===== src/rtl/mem_port_arbiter.sv =====
// Shares one single-ported memory between the fetch and data ports; a grant is decided in IDLE and the request is issued the next cycle.
// The request is held until mem_ack_i, which is forwarded the same cycle; waiting ports see combinational stalls.
module mem_port_arbiter #(
   parameter int STARVE_LIMIT = 4,
   parameter int CNT_W        = 3
) (
   input  logic        clk,
   input  logic        rst,
   input  logic        if_req_i,
   input  logic [31:0] if_addr_i,
   output logic [31:0] if_rdata_o,
   output logic        if_ack_o,
   input  logic        dm_req_i,
   input  logic        dm_we_i,
   input  logic [31:0] dm_addr_i,
   input  logic [31:0] dm_wdata_i,
   input  logic [3:0]  dm_be_i,
   output logic [31:0] dm_rdata_o,
   output logic        dm_ack_o,
   output logic        mem_req_o,
   output logic        mem_we_o,
   output logic [31:0] mem_addr_o,
   output logic [31:0] mem_wdata_o,
   output logic [3:0]  mem_be_o,
   input  logic [31:0] mem_rdata_i,
   input  logic        mem_ack_i,
   output logic        stall_if_o,
   output logic        stall_dm_o
);

   typedef enum logic [1:0] {IDLE, GNT_IF, GNT_DM} state_t;

   localparam logic [CNT_W-1:0] LIMIT_C = CNT_W'(STARVE_LIMIT);

   state_t            state_q,     state_d;
   logic [CNT_W-1:0]  streak_q,    streak_d;
   logic              mem_req_q,   mem_req_d;
   logic              mem_we_q,    mem_we_d;
   logic [31:0]       mem_addr_q,  mem_addr_d;
   logic [31:0]       mem_wdata_q, mem_wdata_d;
   logic [3:0]        mem_be_q,    mem_be_d;
   logic [31:0]       if_rdata_q,  if_rdata_d;
   logic [31:0]       dm_rdata_q,  dm_rdata_d;
   logic              if_ack,      dm_ack;

   assign if_ack = (state_q == GNT_IF) & mem_ack_i;
   assign dm_ack = (state_q == GNT_DM) & mem_ack_i;

   always_comb begin
      state_d     = state_q;
      streak_d    = streak_q;
      mem_req_d   = mem_req_q;
      mem_we_d    = mem_we_q;
      mem_addr_d  = mem_addr_q;
      mem_wdata_d = mem_wdata_q;
      mem_be_d    = mem_be_q;
      if_rdata_d  = if_rdata_q;
      dm_rdata_d  = dm_rdata_q;
      case (state_q)
         IDLE: begin
            if (!if_req_i) streak_d = '0;
            // Data wins unless fetch is pending and has already waited out its streak
            if (dm_req_i && (!if_req_i || (streak_q < LIMIT_C))) begin
               state_d     = GNT_DM;
               mem_req_d   = 1'b1;
               mem_we_d    = dm_we_i;
               mem_addr_d  = dm_addr_i;
               mem_wdata_d = dm_wdata_i;
               mem_be_d    = dm_be_i;
               if (if_req_i) streak_d = streak_q + 1'b1;
            end else if (if_req_i) begin
               state_d     = GNT_IF;
               mem_req_d   = 1'b1;
               mem_we_d    = 1'b0;
               mem_addr_d  = if_addr_i;
               mem_wdata_d = '0;
               mem_be_d    = 4'b1111;
               streak_d    = '0;
            end
         end
         GNT_IF, GNT_DM: begin
            if (mem_ack_i) begin
               state_d   = IDLE;
               mem_req_d = 1'b0;
            end
         end
         default: state_d = IDLE;
      endcase
      if (if_ack) if_rdata_d = mem_rdata_i;
      if (dm_ack) dm_rdata_d = mem_rdata_i;
   end

   always_ff @(posedge clk or negedge rst) begin
      if (!rst) begin
         state_q     <= IDLE;
         streak_q    <= '0;
         mem_req_q   <= 1'b0;
         mem_we_q    <= 1'b0;
         mem_addr_q  <= '0;
         mem_wdata_q <= '0;
         mem_be_q    <= '0;
         if_rdata_q  <= '0;
         dm_rdata_q  <= '0;
      end else begin
         state_q     <= state_d;
         streak_q    <= streak_d;
         mem_req_q   <= mem_req_d;
         mem_we_q    <= mem_we_d;
         mem_addr_q  <= mem_addr_d;
         mem_wdata_q <= mem_wdata_d;
         mem_be_q    <= mem_be_d;
         if_rdata_q  <= if_rdata_d;
         dm_rdata_q  <= dm_rdata_d;
      end
   end

   assign mem_req_o   = mem_req_q;
   assign mem_we_o    = mem_we_q;
   assign mem_addr_o  = mem_addr_q;
   assign mem_wdata_o = mem_wdata_q;
   assign mem_be_o    = mem_be_q;
   assign if_ack_o    = if_ack;
   assign dm_ack_o    = dm_ack;
   // The ack cycle forwards memory data straight through; otherwise show the captured copy
   assign if_rdata_o  = if_ack ? mem_rdata_i : if_rdata_q;
   assign dm_rdata_o  = dm_ack ? mem_rdata_i : dm_rdata_q;
   assign stall_if_o  = if_req_i & ~if_ack;
   assign stall_dm_o  = dm_req_i & ~dm_ack;

endmodule


===== config.mk =====
export PLATFORM = sky130hd
export DESIGN_NAME = mem_port_arbiter
export DESIGN_NICKNAME = d
export VERILOG_FILES = /design/src/rtl/mem_port_arbiter.sv
export SDC_FILE = /design/constraint.sdc
export NUM_CORES = 1
export LEC_CHECK = 0
export ABC_AREA = 1
export CAP_MARGIN = 10
export CORE_MARGIN = 3
export CORE_UTILIZATION = 30
export CTS_CLUSTER_DIAMETER = 80
export CTS_CLUSTER_SIZE = 14
export DETAILED_ROUTE_END_ITERATION = 6
export GPL_TIMING_DRIVEN = 0
export SKIP_CTS_REPAIR_TIMING = 1
export SYNTH_ARGS = -nofsm -noshare
export SYNTH_HDL_FRONTEND = slang
export SYNTH_SLANG_ARGS = --single-unit

===== constraint.sdc =====
create_clock -name clk -period 1.49 [get_ports clk]
set_input_delay 0.149 -clock clk [delete_from_list [all_inputs] [get_ports clk]]
set_output_delay 0.149 -clock clk [all_outputs]
set_load 0.02 [all_outputs]

==> summary.md, run 1 <==
| Metric | Value |
|---|---|
| Failing checks | `setup timing` |
| Worst R2R Setup Slack | `-0.08 ns` |
| Crit-path max FO | `10` |
| Cell Int Power | `0.0143 W` |
| Ratio of final minimum period to clock period | `131%` |
| Total gr overflow | `0` |
| Rows | `50` |
| Vias per cell | `around 4.4` |
| Routed WL | `between 20 and 25 mm` |
| Run status | `finished, violations left` |
| Fill cells | `1656` |
| Vias in the first global route | `around 5500` |
| Clock Path Buffers | `2` |
| Die area | `between 20000 and 25000 sq um` |
| Synth cell types | `19` |
| PD cells | `between 2000 and 2500 nW/um^2` |
| Simple-gate share of the synthesized area | `a little over a quarter` |
| CTS tree | `done` |
| Post-synthesis adder-cell area fraction | `less than 1%` |
| Final setup TNS | `-29.56 ns` |
| CTS root buffer | `clkbuf_16` |
| Area contributors post-synth | `dfrtp_1 59%, nand2_1 19%, nand3_1 5.8%, o21ai_0 5.5%, inv_1 2.7%` |
| Port Buffers | `approximately 280` |
| GR Util All Layers | `18.0%` |
| Clock Power Share | `17.8%` |
| Net count after synthesis | `between 800 and 900` |
| Worst hold endpoint | `mem_wdata_o[15]` |
| Die width | `146 um` |
| Ant diodes | `0` |
| Required time of the critical path | `1.34 ns` |
| Die Y | `146 um` |
| Synth top area share | `about three fifths` |
| Register area | `roughly 3500 sq um` |
| Sink Count | `139` |
| Core footprint | `19000 sq um` |
| CTS clk-pin slew, worst paths | `about 0.07 ns` |
| RD Place Congestion | `slightly below 0.8` |
| DP HPWL | `approximately 14 mm` |
| Clk_skew | `between 0.009 and 0.01 ns` |
| Sequential fraction of the synthesis area | `59.2%` |
| Area leader, netlist | `dfrtp_1` |
| Switching component of the power | `roughly 0.0097 W` |
| Routed Antenna Nets | `0` |
| Worst Hold Launch | `dm_wdata_i[15]` |
| First-pass GRT wire length | `about 30 mm` |
| Routed via count | `5728` |
| VDD IR max | `between 1 and 1.5 mV` |
| Area delta synth->final | `91.6%` |
| RR Startpoint | `state_q[0]` |
| Worst-Skew Late Latency | `between 0.4 and 0.5 ns` |
| Area occupied by multi-input gates | `~2600 sq um` |
| XOR/XNOR share of the synthesized area | `0%` |
| Period minus WS final | `roughly 1.9 ns` |
| Max-slew headroom | `a little under three fifths` |
| Crit Reg-Reg Endpoint | `mem_addr_o[27]` |
| 1st-iter DRT viols | `about 290` |
| Switching Fraction | `40.3%` |
| Compound-Gate Fraction of Synth Area | `under 10%` |
| CP startpoint kind | `flop` |
| Worst R2R Path Depth | `9` |
| CP endpoint kind | `primary output` |
| Max_cap viols | `0` |
| # nets final | `approximately 1200` |
| Post-Syn Instances | `690` |
| Setup repair after global routing missed its margin | `yes` |
| Starting Density | `a little under a third` |
| H-Tree Depth | `4` |
| # DRC | `0` |
| WS Path Type | `flop to primary output` |
| Warnings, synthesis | `0` |
| TritonCTS Buffers | `17` |
| Comb pwr share | `a little under three fifths` |
| Mapped Avg Cell Area | `8.51 sq um` |
| Worst hold path class | `primary input to flop` |
| Final number of hold-violating endpoints | `0` |
| I/O Pins | `about 280` |
| Fmax | `0.514 GHz` |
| Max-slew violations | `0` |
| CP arrival | `approximately 1.8 ns` |
| Wire length per cell | `~16 um` |
| Sequential share of power | `between 20% and 30%` |
| Static Leak | `between 6 and 7 nW` |
| Mux cell area share after synthesis | `0%` |
| WHS Path Cells | `3` |
| Worst slew pin tran | `0.636 ns` |
| Yosys reg bits | `about 140` |
| Setup violators final | `between 100 and 150` |
| Antenna violations before repair | `0` |
| Number of detailed-route iterations in the first pass | `4` |
| Largest family of logic cells by synthesized area | `simple AND/OR/NAND/NOR gates` |
| Total Power | `~0.024 W` |
| Share of layout cells above drive strength 1 | `between 20% and 30%` |
| Mapped Area | `approximately 5900 sq um` |
| Final Worst Setup Slack | `-0.456 ns` |
| Critical Path Source | `state_q[0]` |
| Largest net degree at the start of global routing | `74` |
-- worst max-delay path by stage --
stage	endpoint	slack [ns]	cells past startpoint
2_1_floorplan	dm_rdata_q[13]	-0.18	6
3_3_place_gp	mem_addr_o[5]	-5.66	1
3_5_place_dp	dm_rdata_o[25]	-0.93	8
4_1_cts	dm_rdata_o[25]	-1.41	8
5_1_grt	dm_rdata_o[11]	-0.54	7
6_report	dm_rdata_o[11]	-0.46	7
-- stage by stage --
step | hold WS [ns] | util, % | setup WS, ns | instances | area, sq um
floorplan | -0.147 | - | -0.181 | 690 | 5890
global placement | 0.454 | 47.3 | -5.66 | 1225 | 8970
detailed placement | 0.196 | 47.5 | -0.933 | 1226 | 9000
CTS | -0.264 | 50.6 | -1.41 | 1258 | 9580
global route | 0.239 | 59.4 | -0.541 | 1291 | 11300
finish | 0.252 | 59.4 | -0.456 | 1291 | 11300
-- flip-flops by register name (all words and copies together) (netlist names) --
register     cells
mem_wdata_o     32
streak_q         3
dm_rdata_q      32
mem_be_o         4
mem_we_o         1
if_rdata_q      32
mem_req_o        1
state_q          2
mem_addr_o      32
-- critical path: stages, from the launching register on --
cell     delay, ns
dfrtp_1       0.41
inv_2         0.07
ha_1          0.15
nand2_2       0.09
buf_12        0.17
buf_8         0.17
o21ai_2       0.17
buf_6         0.15
-- cells in the final DEF, fill, tap and decap left out, types with 27 or more instances in the layout --
cell,n
buf_6,77
dfrtp_1,139
dlymetal6s2s_1,70
nand3_1,68
o21ai_4,40
nand2_1,277
inv_1,38
nand2_2,29
clkdlybuf4s50_1,136
clkbuf_16,27
-- power by group through the flow --
stage | Sequential [W] | Combinational, W | Clock (W)
floorplan | 0.00731 | 0.00417 | 0
global placement | 0.00622 | 0.0105 | 0
detailed placement | 0.00626 | 0.0105 | 0
CTS | 0.00620 | 0.0106 | 0.00437
global route | 0.00645 | 0.0144 | 0.00454
finish | 0.00625 | 0.0135 | 0.00427
-- layer usage --
metal	global-route usage, %	wire length [um]	share of wire, %
met1	22.8	8880	42
met2	29.4	10600	51
met3	5.85	1140	5.4
met4	5.46	405	1.9
met5	0	0	0
-- kinds of logic (layout without fill, tap and decap cells) --
group	count (synthesis)	after routing
adders and majority gates	4	4
buffers and inverters	85	426
AOI/OAI and AO/OA	67	67
DFF	139	139
and+or+nand+nor	395	395
-- cells in the mapped netlist --
master and count:
buf_4 3, o21ai_0 64, nand2_1 305, clkbuf_1 13, buf_6 7, dfrtp_1 139, a21oi_1 1, nand2_4 1
nand2_2 3, nand3_1 68, o31ai_1 1, nand4_1 2, nand3_4 1, ha_1 4, buf_2 18, o22ai_1 1
inv_2 2, inv_1 42, nor2_1 15
-- cell type report --
cell class                      count  area share [%]
Timing Repair Buffer              309            31.2
Sequential cell                   139            30.9
Multi-Input combinational cell    466            23.5
Buffer                             41            4.72
Clock buffer                       18            3.90
Tap cell                          260            2.89
Inverter                           44            1.60
Clock inverter                     14            1.31
No activity file was read; power rests on OpenSTA's default activity.
==> run 2: changes to the inputs <==
CTS_CLUSTER_SIZE = 28   (was 14)
==> results of run 2 <==
The final DEF is identical to that of run 1; final timing and power are the same.
==> run 3: changes to the inputs <==
CAP_MARGIN = unset   (was 10)
CTS_CLUSTER_DIAMETER = 200   (was 80)
==> summary.md, run 3 (synthesis gave the netlist of run 1 again) <==
| Metric | Value |
|---|---|
| Run status | `finished, violations left (unchanged)` |
| Failing checks | `setup timing (unchanged)` |
| Largest net degree at the start of global routing | `74 (unchanged)` |
| Switching Fraction | `40.3% (unchanged)` |
| Routed Antenna Nets | `0 (unchanged)` |
| Max-slew violations | `0 (unchanged)` |
| CTS clk-pin slew, worst paths | `0.07 ns (about the same)` |
| Port Buffers | `275 (unchanged)` |
| Number of detailed-route iterations in the first pass | `4 (unchanged)` |
| Final setup TNS | `-29.56 ns (unchanged)` |
| Sequential share of power | `26.1% (about the same)` |
| H-Tree Depth | `4 (unchanged)` |
| Static Leak | `6.25 nW (unchanged)` |
| CTS root buffer | `clkbuf_16 (unchanged)` |
| Final number of hold-violating endpoints | `0 (unchanged)` |
| I/O Pins | `276 (unchanged)` |
| Most frequent cells in the layout | `277 x nand2_1, 139 x dfrtp_1, 136 x clkdlybuf4s50_1 (unchanged)` |
| Clock Power Share | `17.8% (about the same)` |
| Comb pwr share | `56.1% (about the same)` |
| Worst slack, placed | `-0.933 ns (unchanged)` |
| WHS Path Cells | `3 (unchanged)` |
| Setup violators final | `137 (unchanged)` |
| Die area | `21300 sq um (unchanged)` |
| PD cells | `2130 nW/um^2 (unchanged)` |
| Die Y | `146 um (unchanged)` |
| Top sig layer | `met4 (unchanged)` |
| Placed cell count | `1226 (unchanged)` |
| # nets final | `1160 (unchanged)` |
| Fmax | `0.514 GHz (unchanged)` |
| Rows | `50 (unchanged)` |
| Die width | `146 um (unchanged)` |
| Wire length per cell | `16.3 um (unchanged)` |
| Final cell count without fillers | `1291 (unchanged)` |
| Max_cap viols | `0 (unchanged)` |
| Required time of the critical path | `1.34 ns (about the same)` |
| Sink Count | `139 (unchanged)` |
| Switching component of the power | `0.00966 W (unchanged)` |
| # DRC | `0 (unchanged)` |
| First-pass GRT wire length | `30.5 mm (unchanged)` |
| CP arrival | `1.80 ns (about the same)` |
| CP startpoint kind | `flop (unchanged)` |
| Share of layout cells above drive strength 1 | `27.4% (unchanged)` |
| Vias in the first global route | `5487 (unchanged)` |
| CP endpoint kind | `primary output (unchanged)` |
| TritonCTS Buffers | `17 (unchanged)` |
| Clock Path Buffers | `2 (unchanged)` |
| CTS tree | `done (unchanged)` |
| Clk_skew | `0.00930 ns (unchanged)` |
| Setup repair after global routing missed its margin | `yes (unchanged)` |
| RD Place Congestion | `0.769 (unchanged)` |
| Final core utilization | `59.4% (unchanged)` |
| Area delta synth->final | `91.6% (unchanged)` |
| 1st-iter DRT viols | `286 (unchanged)` |
| Core footprint | `19000 sq um (unchanged)` |
| Max-slew headroom | `57.6% (unchanged)` |
| Worst slew pin tran | `0.636 ns (unchanged)` |
| Worst R2R Path Depth | `9 (unchanged)` |
| Routed via count | `5728 (unchanged)` |
| Final Worst Setup Slack | `-0.456 ns (unchanged)` |
| Antenna violations before repair | `0 (unchanged)` |
| Ant diodes | `0 (unchanged)` |
| Total gr overflow | `0 (unchanged)` |
| VDD IR max | `1.37 mV (unchanged)` |
| Routed WL | `21.1 mm (unchanged)` |
| DR WL met3 | `1.14 mm (unchanged)` |
| GR Util All Layers | `18.0% (unchanged)` |
| Worst hold path class | `primary input to flop (unchanged)` |
| Commonest non-fill, non-tap cell in the layout | `nand2_1 (unchanged)` |
| WS Path Type | `flop to primary output (unchanged)` |
| Crit-path max FO | `10 (unchanged)` |
| DP HPWL | `14.1 mm (unchanged)` |
| Period minus WS final | `1.95 ns (unchanged)` |
| Vias per cell | `4.44 (unchanged)` |
| Starting Density | `31.0% (unchanged)` |
| Ratio of final minimum period to clock period | `131% (unchanged)` |
| Cell Int Power | `0.0143 W (unchanged)` |
| Fin Hold WS | `0.252 ns (unchanged)` |
| Routed wl met2 | `10.6 mm (unchanged)` |
| Metal-1 WL | `8.88 mm (unchanged)` |
| Worst-Skew Late Latency | `0.43 ns (about the same)` |
run 3: cell counts in the layout (fill, tap and decap cells not counted):
Identical to the previous run, type by type.
run 3: worst paths after layout:
check                                    start              end  slack [ns]
worst max-delay path                state_q[0]   dm_rdata_o[11]       -0.46
worst min-delay path            dm_wdata_i[15]  mem_wdata_o[15]        0.25
worst max register to register      state_q[0]   mem_addr_o[27]       -0.08
worst min register to register  dm_rdata_q[12]   dm_rdata_q[12]        0.47
max in group asynchronous                  rst    mem_addr_o[8]        0.39
min in group asynchronous                  rst   if_rdata_q[15]        0.30
run 3: cell type report:
type | count | area (sq um)
tap | 260 | 325
sequential | 139 | 3480
inverter | 44 | 180
buffer | 41 | 532
multi-input combinational | 466 | 2640
timing repair buffer | 309 | 3510
fill | 1656 | 7700
clock inverter | 14 | 148
clock buffer | 18 | 439
run 3: power by group through the flow:
stage | clock [W] | combinational [W] | sequential, W
floorplan | 0 | 0.00417 | 0.00731
global placement | 0 | 0.0105 | 0.00622
detailed placement | 0 | 0.0105 | 0.00626
CTS | 0.00437 | 0.0106 | 0.00620
global route | 0.00454 | 0.0144 | 0.00645
finish | 0.00427 | 0.0135 | 0.00625
run 3: critical path, cell delays in order (launching register included):
cell and delay [ns]:
dfrtp_1 0.41, inv_2 0.07, ha_1 0.15, nand2_2 0.09, buf_12 0.17, buf_8 0.17, o21ai_2 0.17, buf_6 0.15
run 3: routing by layer:
layer / track usage [%] / vias up
met5: 0 / -
met4: 5.46 / 0
met3: 5.85 / 24
met2: 29.4 / 144
met1: 22.8 / 2728
li1: - / 2832
run 3: metrics by stage:
| step | total power (W) | cell area [sq um] |
|---|---|---|
| after floorplan | 0.0115 | 5890 |
| after detailed placement | 0.0168 | 9000 |
| after global placement | 0.0167 | 8970 |
| after global routing | 0.0253 | 11300 |
| final | 0.0240 | 11300 |
| after CTS | 0.0212 | 9580 |
